### src/rtl/bus_arbiter_if.sv
// Signal bundle between the two bus masters and the central arbiter.
// The arbiter connects through the slave modport; the master modport is the requester-side view.
interface bus_arbiter_if #(
   parameter int SLAVE_LEN = 2
);
   logic                      m1_request;
   logic                      m2_request;
   logic                      m1_slave_select;
   logic                      m2_slave_select;
   logic                      m1_done;
   logic                      m2_done;
   logic                      m1_grant;
   logic                      m2_grant;
   logic                      busy;
   logic                      master_sel;
   logic [2**SLAVE_LEN-1:0]   slave_en;
   logic                      timeout;

   modport master (
      output m1_request, m2_request, m1_slave_select, m2_slave_select, m1_done, m2_done,
      input  m1_grant, m2_grant, busy, master_sel, slave_en, timeout
   );

   modport slave (
      input  m1_request, m2_request, m1_slave_select, m2_slave_select, m1_done, m2_done,
      output m1_grant, m2_grant, busy, master_sel, slave_en, timeout
   );
endinterface

### src/rtl/bus_arbiter.sv
// Round-robin arbiter for two serial-bus masters: grants ownership, shifts in the
// owner's slave-select field, drives one-hot slave enables and guards tenure with a watchdog.
module bus_arbiter #(
   parameter int SLAVE_LEN   = 2,
   parameter int TIMEOUT_LEN = 12,
   parameter int TIMEOUT     = 4095
) (
   input logic         clk,
   input logic         reset,
   bus_arbiter_if.slave bus
);
   localparam int NUM_SLAVES = 2**SLAVE_LEN;
   localparam int CNT_W      = $clog2(SLAVE_LEN + 1);

   typedef enum logic [1:0] {
      IDLE,
      SELECT,
      ACTIVE,
      RELEASE
   } state_e;

   state_e                  state_q, state_d;
   logic                    owner_q, owner_d;            // 0 = master 1, 1 = master 2
   logic                    last_owner_q, last_owner_d;
   logic [CNT_W-1:0]        bit_cnt_q, bit_cnt_d;
   logic [SLAVE_LEN-1:0]    shift_q, shift_d;
   logic [TIMEOUT_LEN-1:0]  wd_q, wd_d;

   logic                    m1_grant_q, m1_grant_d;
   logic                    m2_grant_q, m2_grant_d;
   logic                    busy_q, busy_d;
   logic                    master_sel_q, master_sel_d;
   logic [NUM_SLAVES-1:0]   slave_en_q, slave_en_d;
   logic                    timeout_q, timeout_d;

   logic own_req, own_done, own_sel, bus_on;

   always_comb begin
      // NOTE: every signal gets a default before the case so no path leaves one unassigned (no latches).
      state_d      = state_q;
      owner_d      = owner_q;
      last_owner_d = last_owner_q;
      bit_cnt_d    = bit_cnt_q;
      shift_d      = shift_q;
      wd_d         = wd_q;
      timeout_d    = 1'b0;

      own_req  = owner_q ? bus.m2_request      : bus.m1_request;
      own_done = owner_q ? bus.m2_done         : bus.m1_done;
      own_sel  = owner_q ? bus.m2_slave_select : bus.m1_slave_select;

      unique case (state_q)
         IDLE: begin
            if (bus.m1_request || bus.m2_request) begin
               state_d   = SELECT;
               bit_cnt_d = '0;
               shift_d   = '0;
               // On contention the master that did not own the bus last time wins.
               owner_d   = (bus.m1_request && bus.m2_request) ? ~last_owner_q : bus.m2_request;
            end
         end
         SELECT: begin
            if (!own_req || own_done) begin
               state_d = RELEASE;
            end else begin
               if (bit_cnt_q != '0) shift_d = (shift_q << 1) | SLAVE_LEN'(own_sel);
               if (bit_cnt_q == CNT_W'(SLAVE_LEN)) begin
                  state_d = ACTIVE;
                  wd_d    = '0;
               end else begin
                  bit_cnt_d = bit_cnt_q + 1'b1;
               end
            end
         end
         ACTIVE: begin
            if (!own_req || own_done) begin
               state_d = RELEASE;
            end else if (wd_q == TIMEOUT_LEN'(TIMEOUT - 1)) begin
               state_d   = RELEASE;
               timeout_d = 1'b1;
            end else begin
               wd_d = wd_q + 1'b1;
            end
         end
         RELEASE: begin
            state_d      = IDLE;
            last_owner_d = owner_q;
         end
         default: state_d = IDLE;
      endcase

      // Outputs are registered from the next-state view so they change on the same edge as the state.
      bus_on       = (state_d == SELECT) || (state_d == ACTIVE);
      m1_grant_d   = bus_on && !owner_d;
      m2_grant_d   = bus_on && owner_d;
      busy_d       = bus_on;
      master_sel_d = bus_on && owner_d;
      slave_en_d   = (state_d == ACTIVE) ? (NUM_SLAVES'(1) << shift_d) : '0;
   end

   // NOTE: sequential state uses non-blocking assignments so all flops update from pre-edge values.
   always_ff @(posedge clk or posedge reset) begin
      if (reset) begin
         state_q      <= IDLE;
         owner_q      <= 1'b0;
         last_owner_q <= 1'b1;
         bit_cnt_q    <= '0;
         shift_q      <= '0;
         wd_q         <= '0;
         m1_grant_q   <= 1'b0;
         m2_grant_q   <= 1'b0;
         busy_q       <= 1'b0;
         master_sel_q <= 1'b0;
         slave_en_q   <= '0;
         timeout_q    <= 1'b0;
      end else begin
         state_q      <= state_d;
         owner_q      <= owner_d;
         last_owner_q <= last_owner_d;
         bit_cnt_q    <= bit_cnt_d;
         shift_q      <= shift_d;
         wd_q         <= wd_d;
         m1_grant_q   <= m1_grant_d;
         m2_grant_q   <= m2_grant_d;
         busy_q       <= busy_d;
         master_sel_q <= master_sel_d;
         slave_en_q   <= slave_en_d;
         timeout_q    <= timeout_d;
      end
   end

   assign bus.m1_grant   = m1_grant_q;
   assign bus.m2_grant   = m2_grant_q;
   assign bus.busy       = busy_q;
   assign bus.master_sel = master_sel_q;
   assign bus.slave_en   = slave_en_q;
   assign bus.timeout    = timeout_q;
endmodule

### src/flat_wrapper.sv
// flat-port wrapper written by rule: the top's interface ports become plain ports
module bus_arbiter_flat 
#(
   parameter int SLAVE_LEN   = 2,
   parameter int TIMEOUT_LEN = 12,
   parameter int TIMEOUT     = 4095
)
  (clk, reset, bus_m1_request, bus_m2_request, bus_m1_slave_select, bus_m2_slave_select, bus_m1_done, bus_m2_done, bus_m1_grant, bus_m2_grant, bus_busy, bus_master_sel, bus_slave_en, bus_timeout);
  bus_arbiter_if #(.SLAVE_LEN(SLAVE_LEN)) bus_i ();
  input logic clk;
  input logic reset;
  input wire logic [$bits(bus_i.m1_request)-1:0] bus_m1_request;
  input wire logic [$bits(bus_i.m2_request)-1:0] bus_m2_request;
  input wire logic [$bits(bus_i.m1_slave_select)-1:0] bus_m1_slave_select;
  input wire logic [$bits(bus_i.m2_slave_select)-1:0] bus_m2_slave_select;
  input wire logic [$bits(bus_i.m1_done)-1:0] bus_m1_done;
  input wire logic [$bits(bus_i.m2_done)-1:0] bus_m2_done;
  output wire logic [$bits(bus_i.m1_grant)-1:0] bus_m1_grant;
  output wire logic [$bits(bus_i.m2_grant)-1:0] bus_m2_grant;
  output wire logic [$bits(bus_i.busy)-1:0] bus_busy;
  output wire logic [$bits(bus_i.master_sel)-1:0] bus_master_sel;
  output wire logic [$bits(bus_i.slave_en)-1:0] bus_slave_en;
  output wire logic [$bits(bus_i.timeout)-1:0] bus_timeout;
  assign bus_i.m1_request = bus_m1_request;
  assign bus_i.m2_request = bus_m2_request;
  assign bus_i.m1_slave_select = bus_m1_slave_select;
  assign bus_i.m2_slave_select = bus_m2_slave_select;
  assign bus_i.m1_done = bus_m1_done;
  assign bus_i.m2_done = bus_m2_done;
  assign bus_m1_grant = bus_i.m1_grant;
  assign bus_m2_grant = bus_i.m2_grant;
  assign bus_busy = bus_i.busy;
  assign bus_master_sel = bus_i.master_sel;
  assign bus_slave_en = bus_i.slave_en;
  assign bus_timeout = bus_i.timeout;
  bus_arbiter #(.SLAVE_LEN(SLAVE_LEN), .TIMEOUT_LEN(TIMEOUT_LEN), .TIMEOUT(TIMEOUT)) u_core (.clk(clk), .reset(reset), .bus(bus_i));
endmodule
### config.mk
export PLATFORM = sky130hd
export DESIGN_NAME = bus_arbiter_flat
export DESIGN_NICKNAME = d
export VERILOG_FILES = /design/src/rtl/bus_arbiter_if.sv /design/src/rtl/bus_arbiter.sv /design/src/flat_wrapper.sv
export SDC_FILE = /design/constraint.sdc
export NUM_CORES = 1
export LEC_CHECK = 0
export BUFFER_PORTS_ARGS = -buffer_cell sky130_fd_sc_hd__buf_2
export CORE_UTILIZATION = 30
export DETAILED_ROUTE_END_ITERATION = 8
export GPL_ROUTABILITY_DRIVEN = 0
export GPL_TIMING_DRIVEN = 0
export HOLD_SLACK_MARGIN = 0.1
export PLACE_DENSITY = 0.44
export SLEW_MARGIN = 20
export SYNTH_ARGS = -nofsm -noshare
export SYNTH_HDL_FRONTEND = slang
export SYNTH_SLANG_ARGS = --single-unit
### constraint.sdc
create_clock -name clk -period 3.25 [get_ports clk]
set_clock_uncertainty 0.15 [all_clocks]
set_input_delay 0.325 -clock clk [delete_from_list [all_inputs] [get_ports clk]]
set_output_delay 0.325 -clock clk [all_outputs]
set_load 0.005 [all_outputs]
# After elaboration in Yosys (flattened, before gate mapping)

Cells that the tools add are included.
W data, S select, Z words.

Input port bits: 8
Register bits after elaboration: 28

Reductions and logical operators: 14
Equal/unequal tests: 13
Muxes and demuxes: 29
Shift operators: 1
Add/subtract/negate cells: 2
Bitwise operators: 2

Operators by type and width:

| kind                    | count |
|---|---|
| $mux W12                | 4 |
| $pmux W12 S2            | 1 |
| $mux W2                 | 11 |
| $add A12 B1 Y12 const B | 1 |
| $eq A12 B12 Y1 const B  | 1 |
| $mux W1                 | 9 |
| $eq A2 B2 Y1 const B    | 4 |
| $ne A2 B2 Y1 const B    | 4 |
| $pmux W2 S2             | 2 |
| $pmux W2 S4             | 1 |
| $reduce_bool A2 Y1      | 3 |
| $reduce_and A5 Y1       | 1 |
| $eq A2 B1 Y1 const B    | 2 |
| $mux W4                 | 1 |
| $ne A2 B1 Y1 const B    | 2 |
| $reduce_and A4 Y1       | 1 |
| $shl A1 B2 Y4 const A   | 1 |
| $logic_and A1 B1 Y1     | 3 |
| $logic_or A1 B1 Y1      | 3 |
| $add A2 B1 Y2 const B   | 1 |
| $logic_not A1 Y1        | 2 |
| $logic_not A2 Y1        | 1 |
| $or A2 B1 Y2            | 1 |
| $not A1 Y1              | 1 |

# Depth between registers and ports, before layout

Gate-level depths: netlist of run 1.

Depth in word-level cells: 8
Mapped depth: 10
Gate-level depth less buffers: 9

# Worst setup path after synthesis of run 1

No wires, ideal clock.

Kind: flip-flop to flip-flop
Start: register u_core.state_q[0]
End: register u_core.m2_grant_q (netlist: u_core.bus.m2_grant)
Data required time: 2981 ps
Arrival time: 2021 ps
Cell stages (with the launch flop): 11
Setup slack: 960 ps
Path buffers: 1
Cells stage by stage: dfrtp_1 > inv_1 > ha_1 > nand4_1 > or3_1 > clkbuf_1 > nand4_1 > o22ai_1 > ha_1 > inv_1 > and2_1

Word-level cells in the longest chain between the ends: 6

Ends and longest elaborated chain:

| element                                      | RTL line                             | text |
|---|---|---|
| start, declared                              | bus_arbiter.sv:22                    | `state_e state_q, state_d;` |
| start signal, assigned                       | bus_arbiter.sv:117                   | `state_q <= state_d;` |
| $mux W2, on equally long branches            | bus_arbiter.sv:78, bus_arbiter.sv:67 |  |
| $mux W2, on equally long branches            | bus_arbiter.sv:76, bus_arbiter.sv:63 |  |
| $pmux W2 S4 *                                | bus_arbiter.sv:52                    | `unique case (state_q)` |
| $eq A2 B1 Y1 or $eq A2 B2 Y1 (tied branches) | bus_arbiter.sv:93                    | `bus_on = (state_d == SELECT) \|\| (state_d == ACTIVE);` |
| $logic_or A1 B1 Y1 *                         | bus_arbiter.sv:93                    |  |
| net u_core.bus_on                            | bus_arbiter.sv:36                    | `logic own_req, own_done, own_sel, bus_on;` |
| $logic_and A1 B1 Y1 *                        | bus_arbiter.sv:95                    | `m2_grant_d = bus_on && owner_d;` |
| net u_core.m2_grant_d                        | bus_arbiter.sv:30                    | `logic m2_grant_q, m2_grant_d;` |
| end signal, assigned                         | bus_arbiter.sv:124                   | `m2_grant_q <= m2_grant_d;` |
| end, declared                                | bus_arbiter.sv:30                    |  |

Mark *: on every way through the listed nets, which the timed path passes. The rest lies on a longest branch.
A chain may end at the register's enable or synchronous reset.

# Worst setup path after layout of run 1

Same ends and word-level chain as after synthesis.

==> results of run 1 <==
==> cells by family after synthesis <==
logic type	share of synthesized area
buffers and inverters	0.0455
adder cells (fa/ha/maj)	0.0745
AND/OR/NAND/NOR	0.223
XOR/XNOR	0.0232
flip-flops	0.464
AO/OA/AOI/OAI	0.135
multiplexers	0.0348
==> Yosys cell counts <==
master and count:
sky130_fd_sc_hd__a22o_1 2, sky130_fd_sc_hd__or3_1 3, sky130_fd_sc_hd__and3b_1 1, sky130_fd_sc_hd__o22a_1 1, sky130_fd_sc_hd__or3b_4 1, sky130_fd_sc_hd__nand3b_1 1, sky130_fd_sc_hd__nand3_2 1, sky130_fd_sc_hd__nand2_1 14
sky130_fd_sc_hd__o32a_1 1, sky130_fd_sc_hd__o41ai_1 1, sky130_fd_sc_hd__a21oi_1 7, sky130_fd_sc_hd__nand4_1 6, sky130_fd_sc_hd__ha_1 9, sky130_fd_sc_hd__nor3_1 2, sky130_fd_sc_hd__nand3_1 3, sky130_fd_sc_hd__and3_1 2
sky130_fd_sc_hd__and2_1 1, sky130_fd_sc_hd__inv_2 1, sky130_fd_sc_hd__o21ai_1 1, sky130_fd_sc_hd__a22o_4 1, sky130_fd_sc_hd__o22ai_1 1, sky130_fd_sc_hd__xor2_1 2, sky130_fd_sc_hd__o31ai_1 4, sky130_fd_sc_hd__inv_1 11
sky130_fd_sc_hd__or4_1 5, sky130_fd_sc_hd__nand4bb_1 1, sky130_fd_sc_hd__and2_0 1, sky130_fd_sc_hd__mux2_4 2, sky130_fd_sc_hd__dfstp_2 1, sky130_fd_sc_hd__nand4b_1 2, sky130_fd_sc_hd__mux2_2 2, sky130_fd_sc_hd__a21o_1 1
sky130_fd_sc_hd__nor2_1 13, sky130_fd_sc_hd__buf_2 1, sky130_fd_sc_hd__nand4_2 1, sky130_fd_sc_hd__xnor2_1 2, sky130_fd_sc_hd__clkbuf_1 3, sky130_fd_sc_hd__nand2b_1 2, sky130_fd_sc_hd__buf_4 1, sky130_fd_sc_hd__o21ai_0 7
sky130_fd_sc_hd__a22oi_2 1, sky130_fd_sc_hd__dfrtp_1 27, sky130_fd_sc_hd__a32o_1 1
==> per-stage QoR <==
| step | hold slack (ns) | instances | util | power, W |
|---|---|---|---|---|
| 2_1_floorplan | 0.240 | 151 | - | 0.000946 |
| 3_3_place_gp | 0.333 | 234 | 0.350 | 0.00111 |
| 3_5_place_dp | 0.363 | 234 | 0.350 | 0.00113 |
| 4_1_cts | 0.188 | 238 | 0.362 | 0.00136 |
| 5_1_grt | 0.274 | 239 | 0.364 | 0.00146 |
| 6_report | 0.264 | 239 | 0.364 | 0.00133 |
==> how the worst max path moves through the flow <==
stage	startpoint	to	depth (start not counted)	slack [ns]
floorplan	u_core.state_q[0]$_DFF_PP0_	u_core.bus.m2_grant$_DFF_PP0_	10	0.96
global placement	u_core.state_q[0]$_DFF_PP0_	u_core.bus.m2_grant$_DFF_PP0_	10	0.72
detailed placement	u_core.state_q[0]$_DFF_PP0_	u_core.bus.m2_grant$_DFF_PP0_	10	0.67
CTS	u_core.state_q[0]$_DFF_PP0_	u_core.bus.m2_grant$_DFF_PP0_	10	0.65
global route	u_core.state_q[0]$_DFF_PP0_	u_core.bus.m2_grant$_DFF_PP0_	10	0.47
finish	u_core.state_q[0]$_DFF_PP0_	u_core.bus.m2_grant$_DFF_PP0_	10	0.68
==> metal layers <==
metal | share of wire | up-vias | GRT usage | wire length [µm]
li1 | - | 584 | - | -
met1 | 0.48 | 557 | 0.169 | 1490
met2 | 0.49 | 17 | 0.225 | 1530
met3 | 0.021 | 2 | 0.0207 | 65
met4 | 0.0077 | 0 | 0.0610 | 24
met5 | 0 | - | 0 | 0
==> power groups by stage <==
stage	Clock, W	Sequential [W]	Combinational [W]
2_1_floorplan	0	0.000485	0.000461
3_3_place_gp	0	0.000494	0.000611
3_5_place_dp	0	0.000497	0.000638
4_1_cts	0.000228	0.000491	0.000636
5_1_grt	0.000243	0.000504	0.000714
6_report	0.000219	0.000490	0.000621
==> critical path, stage by stage (launching register included) <==
cell	delay (ns)
sky130_fd_sc_hd__dfrtp_1	0.45
sky130_fd_sc_hd__inv_1	0.13
sky130_fd_sc_hd__ha_1	0.33
sky130_fd_sc_hd__nand4_1	0.12
sky130_fd_sc_hd__or3_1	0.36
sky130_fd_sc_hd__clkbuf_1	0.18
sky130_fd_sc_hd__nand4_1	0.15
sky130_fd_sc_hd__o22ai_1	0.10
sky130_fd_sc_hd__ha_1	0.32
sky130_fd_sc_hd__inv_1	0.05
sky130_fd_sc_hd__and2_1	0.12
==> registers in the layout (all words and copies together), names as in the netlist <==
signal / cells
u_core.bus.slave_en: 4
u_core.owner_q: 1
u_core.last_owner_q: 1
u_core.wd_q: 12
u_core.state_q: 2
u_core.shift_q: 2
u_core.bus.busy: 1
u_core.bus.m1_grant: 1
u_core.bus.timeout: 1
u_core.bit_cnt_q: 2
u_core.bus.m2_grant: 1
==> layout make-up <==
| type | instances | share of cell area |
|---|---|---|
| timing repair buffer | 17 | 0.0518 |
| buffer | 5 | 0.0137 |
| multi-input combinational | 106 | 0.426 |
| clock buffer | 4 | 0.0316 |
| tap | 67 | 0.0482 |
| sequential | 28 | 0.403 |
| inverter | 12 | 0.0259 |
==> repair_timing <==
action | in CTS | in global routing
endpoints found under the setup margin | 0 | 0
hold endpoints to repair | 0 | 27
resized for setup | 0 | 0
hold buffers | 0 | 1
==> summary.log, run 1 <==
[outcome] outcome completed
[global_routing] sum of overflow across all layers after global routing 0
[timing] Fmax achieved 389 MHz
[cells_and_area] total of fill cells in the finished design 484
[logic_synthesis] register area share after synthesis 0.464
[hold_path] Worst Hold End u_core.state_q[1]$_DFF_PP0_
[logic_synthesis] cell type with the largest total area after synthesis sky130_fd_sc_hd__dfrtp_1
[power] Pwr Density 764 nW/µm²
[route] post-detailed-routing wire length 3.11 mm
[cells_and_area] most common cell after layout, fill and taps aside sky130_fd_sc_hd__dfrtp_1
[global_routing] Overall Global Routing Usage 0.134
[timing] Final Hold Vio Count 0
[place] port buffer count 16
[hold_path] launch instance of the worst min-delay path bus_m2_request
[critical_path] path type of the worst setup path register to register
[timing] Sum Neg Setup Slack 0 ns
[critical_path] worst reg2reg path startpoint u_core.state_q[0]$_DFF_PP0_
[timing] slew at the pin closest to its max-slew limit 0.763 ns
[logic_synthesis] average size of a mapped cell 10.0 µm²
[critical_path] largest fanout on the critical path 7
[cells_and_area] total area of multi-input combinational cells 741 µm²
[logic_synthesis] Cell variety after synth 43
[floorplanning] top-level port count 17
[floorplanning] die width 73.0 µm
[power] Leakage Power 0.785 nW
[power] switching portion of total power 0.409
[logic_synthesis] synthesis-stage register bit count 28
[hold_path] worst hold stages 4
[power] cell internal power dissipation 0.000786 W
[power] net switching power figure 0.000544 W
[route] overall via count from detail_route 1160
[floorplanning] die outline area 5330 µm²
[global_routing] vias in the first global route 1158
[timing] final worst-path setup slack 0.678 ns
[global_routing] first-pass GRT wire length 5.44 mm
[cts] clk sink count 28
[run] Max-Cap Viols 0
[cells_and_area] area of all placed cells without fillers 1740 µm²
[floorplanning] initial core utilization 0.316
[route] First DRT Iteration DRCs 54
[cts] Setup Buffers After CTS 0
[cts] number of H-tree branching levels 1
[route] Final ANT Viol Nets 0
[cells_and_area] Antenna diodes 0
[route] Via density 4.85
[cells_and_area] Area growth syn-to-layout 15.1%
[place] placed instance area 1680 µm²
[power] combinational power share 0.466
[timing] final critical-path required period 2.57 ns
[logic_synthesis] syn_nets 168
[logic_synthesis] synth top area cells sky130_fd_sc_hd__dfrtp_1, sky130_fd_sc_hd__ha_1, sky130_fd_sc_hd__nand2_1
[critical_path] cell depth of the worst flop-to-flop path 10
[power] register share of total power 0.369
[timing] final worst-path cycle share 0.792
[critical_path] CP startpoint kind register
[cells_and_area] most frequent cells in the layout sky130_fd_sc_hd__dfrtp_1, sky130_fd_sc_hd__buf_2, sky130_fd_sc_hd__nand2_1
[route] drt pass-1 iters 4
[critical_path] reg2reg setup slack 0.68 ns
[critical_path] signal arrival time at the worst endpoint 2.60 ns
[critical_path] RR Endpoint u_core.bus.m2_grant$_DFF_PP0_
[timing] Slew headroom 0.486
[floorplanning] Core Area 4790 µm²
[power] clock power share 0.165
[cells_and_area] NumNets Final 190
[cells_and_area] fraction of layout instances using a drive strength above 1 0.198
[floorplanning] cell row count 25
[route] remaining routing DRC violations 0
[cts] clock network latency to the later pin of the worst-skew pair 0.27 ns
[cells_and_area] area used by sequential logic in the layout 702 µm²
[logic_synthesis] proportion of netlist area held by the largest area contributor 0.447
[power] worst vdd rail ir drop 329 µV
[cts] clock tree from TritonCTS yes
[critical_path] CP Capture Type register
[logic_synthesis] number of warning messages in the yosys log 0
[logic_synthesis] number of instances in the synthesized netlist 151
[timing] RSZ-0062 raised after global routing false
[global_routing] antenna violations before repair 0
[global_routing] maximum number of pins on one net before global-route repair 29
[hold_path] classification of the worst-slack hold path input port to register
[place] detailed placement HPWL 2.36 mm
[place] DP Worst Slack 0.665 ns
[cts] CTS clock-pin slew for the worst setup and hold paths 0.10 ns
[cts] root buffer cell sky130_fd_sc_hd__clkbuf_8
[timing] setup violators final 0
[cts] clock buffers created by TritonCTS 3
[route] routed length per placed instance 13.0 µm
[timing] max-slew violation total from the final report 0
[floorplanning] die boundary height 73.0 µm
[critical_path] required time worst endpoint 3.28 ns
[logic_synthesis] netlist area before placement 1510 µm²
[cts] maximum buffer depth of the clock tree 2
No activity file was read; power rests on OpenSTA's default activity.
==> run 2, diff against run 1 <==
- clock period: 3.25 -> 2.6 ns (I/O delays scaled with it)
==> run 2 against run 1 <==
- routed wire length shrank 0.16%
- sequential cell count is the same
- total power grew 26%
- highest routed layer unchanged
- hold slack lost 0.065 ns
- critical path depth is the same
- largest cell class unchanged
- first-iteration DRC count shrank 3.7%
- sequential share of layout area shrank 0.29 points
- final cell count is the same
- count of clock-buffer cells in the layout is the same
- register-to-register slack lost 0.48 ns
- clock power grew 25%
==> summary.log, run 2 (synthesis gave the netlist of run 1 again) <==
[outcome] outcome completed
[cells_and_area] Final Util 0.366
[critical_path] worst reg2reg path startpoint u_core.state_q[0]$_DFF_PP0_
[hold_path] classification of the worst-slack hold path input port to register
[route] routed length per placed instance 13.0 µm
[route] post-detailed-routing wire length 3.10 mm
[route] uppermost layer routed met4
[critical_path] slowest stage cell, crit path sky130_fd_sc_hd__dfrtp_1
[floorplanning] die width 73.0 µm
[critical_path] cell depth of the worst flop-to-flop path 10
[route] Final ANT Viol Nets 0
[floorplanning] die boundary height 73.0 µm
[timing] Sum Neg Setup Slack 0 ns
[place] port buffer count 16
[critical_path] required time worst endpoint 2.62 ns
[power] Pwr Density 958 nW/µm²
[cts] root buffer cell sky130_fd_sc_hd__clkbuf_8
[route] remaining routing DRC violations 0
[hold_path] worst hold stages 4
[cells_and_area] max reg flops 12
[route] Via density 4.80
[cells_and_area] total of fill cells in the finished design 483
[floorplanning] top-level port count 17
[timing] Fmax achieved 416 MHz
[global_routing] vias in the first global route 1163
[route] Routed met1 length 1.46 mm
[power] worst vdd rail ir drop 411 µV
[critical_path] CP Capture Type register
[critical_path] Cell Chain, Critical Path inv_2, ha_4, nand4_1, or3_1, clkbuf_1, nand4_1, o22ai_1, ha_1, inv_1, and2_1
[route] drt pass-1 iters 4
[timing] slew at the pin closest to its max-slew limit 0.773 ns
[route] First DRT Iteration DRCs 52
[floorplanning] die outline area 5330 µm²
[critical_path] RR Endpoint u_core.bus.m2_grant$_DFF_PP0_
[cts] clock tree from TritonCTS yes
[cts] clock network latency to the later pin of the worst-skew pair 0.27 ns
[cts] number of H-tree branching levels 1
[critical_path] cell type with the highest occurrence count on the critical path sky130_fd_sc_hd__nand4_1
[critical_path] reg2reg setup slack 0.19 ns
[timing] max-slew violation total from the final report 0
[route] met2 wire length 1.55 mm
[cts] CTS clock-pin slew for the worst setup and hold paths 0.10 ns
[global_routing] first-pass GRT wire length 5.44 mm
[timing] final worst-path cycle share 0.925
[timing] Slew headroom 0.479
[critical_path] signal arrival time at the worst endpoint 2.43 ns
[critical_path] CP startpoint kind register
[cells_and_area] Area growth syn-to-layout 16.0%
[cells_and_area] register name with the most flops u_core.wd_q
[timing] setup violators final 0
[floorplanning] initial core utilization 0.316
[cells_and_area] most common cell after layout, fill and taps aside sky130_fd_sc_hd__dfrtp_1
[global_routing] antenna violations before repair 0
[cts] clock buffers created by TritonCTS 3
[route] overall via count from detail_route 1148
[run] Max-Cap Viols 0
[timing] final critical-path required period 2.41 ns
[cts] Setup Buffers After CTS 0
[global_routing] Overall Global Routing Usage 0.134
[hold_path] Worst Hold End u_core.state_q[1]$_DFF_PP0_
[timing] RSZ-0062 raised after global routing false
[cells_and_area] Antenna diodes 0
[global_routing] maximum number of pins on one net before global-route repair 29
[route] Met3 Wirelength 67 µm
[cells_and_area] most frequent cells in the layout sky130_fd_sc_hd__dfrtp_1, sky130_fd_sc_hd__buf_2, sky130_fd_sc_hd__nand2_1
[hold_path] launch instance of the worst min-delay path bus_m2_request
[cells_and_area] fraction of layout instances using a drive strength above 1 0.209
[floorplanning] Core Area 4790 µm²
[critical_path] path type of the worst setup path register to register
[critical_path] delay of the slowest cell on the worst path 0.46 ns
[global_routing] sum of overflow across all layers after global routing 0
[floorplanning] cell row count 25
[cells_and_area] NumNets Final 190
[power] Leakage Power 0.783 nW
[critical_path] largest fanout on the critical path 7
[cts] maximum buffer depth of the clock tree 2
[timing] Final Hold Vio Count 0
[cts] clk sink count 28
[place] detailed placement HPWL 2.36 mm
-- run 2: worst max path at each step --
stage / startpoint / endpoint / slack, ns
final: u_core.state_q[0]$_DFF_PP0_ / u_core.bus.m2_grant$_DFF_PP0_ / 0.19
after global routing: u_core.state_q[0]$_DFF_PP0_ / u_core.bus.m2_grant$_DFF_PP0_ / 0.02
after CTS: u_core.state_q[0]$_DFF_PP0_ / u_core.bus.m2_grant$_DFF_PP0_ / 0.07
after detailed placement: u_core.state_q[0]$_DFF_PP0_ / u_core.bus.m2_grant$_DFF_PP0_ / 0.02
after global placement: u_core.state_q[0]$_DFF_PP0_ / u_core.bus.m2_grant$_DFF_PP0_ / 0.07
after floorplan: u_core.state_q[0]$_DFF_PP0_ / u_core.bus.m2_grant$_DFF_PP0_ / 0.31
-- run 2: where the power goes --
group          total [W]  internal (W)  switching [W]  leakage (nW)
registers       0.000617      0.000536      0.0000811         0.374
logic           0.000790      0.000319       0.000470         0.381
clock network   0.000273      0.000136       0.000138        0.0288
-- run 2: per-layer routing --
metal  track usage  up-vias
li1              -      580
met1         0.169      550
met2         0.226       16
met3        0.0207        2
met4        0.0610        0
met5             0        -
-- run 2: repair_timing --
item,4_1_cts,5_1_grt
cloned,0,0
endpoints found under the hold margin,0,27
endpoints found under the setup margin,1,1
resized for setup,1,2
hold buffers,0,1
-- run 2: final cells by class --
type,instances,area (µm²),area share
well taps,67,83.8,0.0478
inverters,12,45.0,0.0257
multi-input cells,106,753,0.430
plain buffers,5,23.8,0.0136
clock buffers,4,55.1,0.0314
repair buffers,17,90.1,0.0514
flip-flops and latches,28,702,0.400
-- run 2: critical path: cells and delay by family (launching register included) --
family / cells / cell delay (ns)
AO/OA/AOI/OAI: 1 / 0.10
adder cells (fa/ha/maj): 2 / 0.51
buffers and inverters: 3 / 0.35
flip-flops: 1 / 0.46
AND/OR/NAND/NOR: 4 / 0.73
-- run 2: metrics by stage --
step	area [µm²]	power, W	cells	setup WS [ns]	hold WS, ns
2_1_floorplan	1510	0.00118	151	0.310	0.175
3_3_place_gp	1680	0.00138	234	0.0744	0.333
3_5_place_dp	1680	0.00142	234	0.0152	0.363
4_1_cts	1730	0.00170	238	0.0743	0.123
5_1_grt	1750	0.00184	239	0.0191	0.209
6_report	1750	0.00168	239	0.194	0.199
==> run 3, diff against run 2 <==
- CELL_PAD_IN_SITES_DETAIL_PLACEMENT: unset -> 1
- CELL_PAD_IN_SITES_GLOBAL_PLACEMENT: unset -> 2
- CORE_UTILIZATION: 30 -> 36
- PLACE_DENSITY: 0.44 -> 0.75
==> run 3 against run 2 <==
- routed wire length is 9.5% higher
- die area is 16% lower
- hold slack better by 0.0084 ns
- sequential cell count stayed put
- global-route usage is 4.5 points higher
- design area is 0.21% lower
- critical path depth stayed put
==> summary.log, run 3 (synthesis gave the netlist of run 1 again) <==
[route] Final ANT Viol Nets 0
[critical_path] slowest stage cell, crit path sky130_fd_sc_hd__dfrtp_1
[cells_and_area] Area growth syn-to-layout 15.7%
[power] worst vdd rail ir drop 461 µV
[critical_path] largest fanout on the critical path 7
[route] remaining routing DRC violations 0
[global_routing] maximum number of pins on one net before global-route repair 29
[power] Leakage Power 0.789 nW
[route] routed length per placed instance 15.3 µm
[floorplanning] die boundary height 66.8 µm
[power] combinational power share 0.451
[hold_path] classification of the worst-slack hold path input port to register
[global_routing] sum of overflow across all layers after global routing 0
[cells_and_area] fraction of layout instances using a drive strength above 1 0.215
[cells_and_area] Final Util 0.434
[global_routing] routing layer with the top usage in global route met2
[timing] final critical-path required period 2.43 ns
[power] register share of total power 0.352
[hold_path] worst hold stages 4
[timing] Fmax achieved 412 MHz
[cells_and_area] most frequent cells in the layout sky130_fd_sc_hd__dfrtp_1, sky130_fd_sc_hd__buf_2, sky130_fd_sc_hd__nand2_1
[critical_path] CP Capture Type register
[global_routing] Overall Global Routing Usage 0.180
[floorplanning] top-level port count 17
[place] detailed placement HPWL 2.61 mm
[place] Post-Place Cells 217
[cells_and_area] post-route insts no fill 222
[floorplanning] cell row count 23
[timing] slew at the pin closest to its max-slew limit 0.695 ns
[route] First DRT Iteration DRCs 35
[power] switching portion of total power 0.401
[critical_path] CP startpoint kind register
[critical_path] Buffers & Inverters on Critical Path 3
[global_routing] antenna violations before repair 0
[global_routing] met1 GRT Util 0.251
[cts] clock buffers created by TritonCTS 3
[critical_path] signal arrival time at the worst endpoint 2.45 ns
[timing] final worst-path cycle share 0.933
[global_routing] first-pass GRT wire length 6.04 mm
[route] drt pass-1 iters 2
[place] port buffer count 16
[global_routing] vias in the first global route 1238
[critical_path] logic depth of the worst setup path including buffers 10
[cells_and_area] max reg flops 12
[timing] setup violators final 0
[power] final total power 0.00177 W
[critical_path] Largest delay share family, worst path simple AND/OR/NAND/NOR gates
[floorplanning] initial core utilization 0.375
[outcome] outcome completed
[cts] clock tree from TritonCTS yes
[global_routing] grt met3 use 0.0257
[cts] maximum buffer depth of the clock tree 2
[timing] Sum Neg Setup Slack 0 ns
[timing] max-slew violation total from the final report 0
[route] post-detailed-routing wire length 3.40 mm
[floorplanning] die width 66.8 µm
[timing] Slew headroom 0.532
[route] Via density 5.38
[power] clock power share 0.197
[cts] CTS clock-pin slew for the worst setup and hold paths 0.10 ns
[critical_path] path type of the worst setup path register to register
[floorplanning] Core Area 4030 µm²
[critical_path] cell depth of the worst flop-to-flop path 10
[timing] Final Hold Vio Count 0
[cts] clock network latency to the later pin of the worst-skew pair 0.27 ns
[critical_path] delay of the slowest cell on the worst path 0.46 ns
[cts] number of H-tree branching levels 1
[floorplanning] die outline area 4460 µm²
[cells_and_area] most common cell after layout, fill and taps aside sky130_fd_sc_hd__dfrtp_1
[power] Pwr Density 1010 nW/µm²
[global_routing] met2 demand-to-capacity share in global routing 0.295
[run] Max-Cap Viols 0
[cts] root buffer cell sky130_fd_sc_hd__clkbuf_8
[power] cell internal power dissipation 0.00106 W
[critical_path] required time worst endpoint 2.63 ns
[critical_path] cell type with the highest occurrence count on the critical path sky130_fd_sc_hd__nand4_1
[cells_and_area] Antenna diodes 0
[cells_and_area] total of fill cells in the finished design 480
[critical_path] Cell Chain, Critical Path inv_2, ha_4, nand4_1, or3_1, clkbuf_1, nand4_1, o22ai_1, ha_1, inv_1, and2_1
[cts] clk sink count 28
[route] overall via count from detail_route 1195
[power] net switching power figure 0.000710 W
[timing] RSZ-0062 raised after global routing false
[cells_and_area] register name with the most flops u_core.wd_q
[cells_and_area] NumNets Final 190
## run 3: layer usage
layer  share of wire  vias up
met4          0.0056        0
met5               0        -
met1            0.49      606
met2            0.49        5
li1                -      582
met3           0.013        2
## run 3: power groups by stage
stage | logic, W | registers, W | clock network [W]
4_1_cts | 0.000805 | 0.000620 | 0.000358
5_1_grt | 0.000926 | 0.000638 | 0.000373
2_1_floorplan | 0.000577 | 0.000606 | 0
6_report | 0.000799 | 0.000624 | 0.000349
3_5_place_dp | 0.000800 | 0.000626 | 0
3_3_place_gp | 0.000766 | 0.000617 | 0
## run 3: tightest hold or removal path, cell delays in order
cell and delay, ns:
sky130_fd_sc_hd__buf_2 0.12, sky130_fd_sc_hd__nor2_1 0.06, sky130_fd_sc_hd__nand2_1 0.06, sky130_fd_sc_hd__a21oi_1 0.09
## run 3: repair_timing
item,in CTS,in global routing
resized for setup,1,4
setup endpoints to repair,1,4
hold buffers,0,1
endpoints found under the hold margin,0,27
setup buffers,0,0
## run 3: worst paths after layout
check                                                     start                               to  slack [ns]
worst min-delay path                             bus_m2_request      u_core.state_q[1]$_DFF_PP0_        0.21
worst min register to register  u_core.bit_cnt_q[0]$_DFFE_PP0P_  u_core.bit_cnt_q[0]$_DFFE_PP0P_        0.40
max in group asynchronous                                 reset         u_core.owner_q$_DFF_PP0_        1.45
min in group asynchronous                                 reset       u_core.wd_q[8]$_DFFE_PP0P_        0.44
worst max-delay path                u_core.state_q[0]$_DFF_PP0_    u_core.bus.m2_grant$_DFF_PP0_        0.17
worst max register to register      u_core.state_q[0]$_DFF_PP0_    u_core.bus.m2_grant$_DFF_PP0_        0.17
## run 3: stage by stage
stage	hold slack [ns]	worst slack, ns	area [µm²]
floorplan	0.175	0.310	1510
global placement	0.333	0.0418	1650
detailed placement	0.374	0.00596	1650
CTS	0.133	0.0577	1730
global route	0.232	0.0101	1750
finish	0.207	0.175	1750
## run 3: final cells by class
cell class,count,area (µm²),area share
Clock buffer,3,41.3,0.0236
Tap cell,50,62.6,0.0358
Timing Repair Buffer,17,90.1,0.0515
Buffer,5,23.8,0.0136
Sequential cell,28,703,0.402
Clock inverter,1,30.0,0.0172
Multi-Input combinational cell,106,753,0.431
Inverter,12,45.0,0.0258
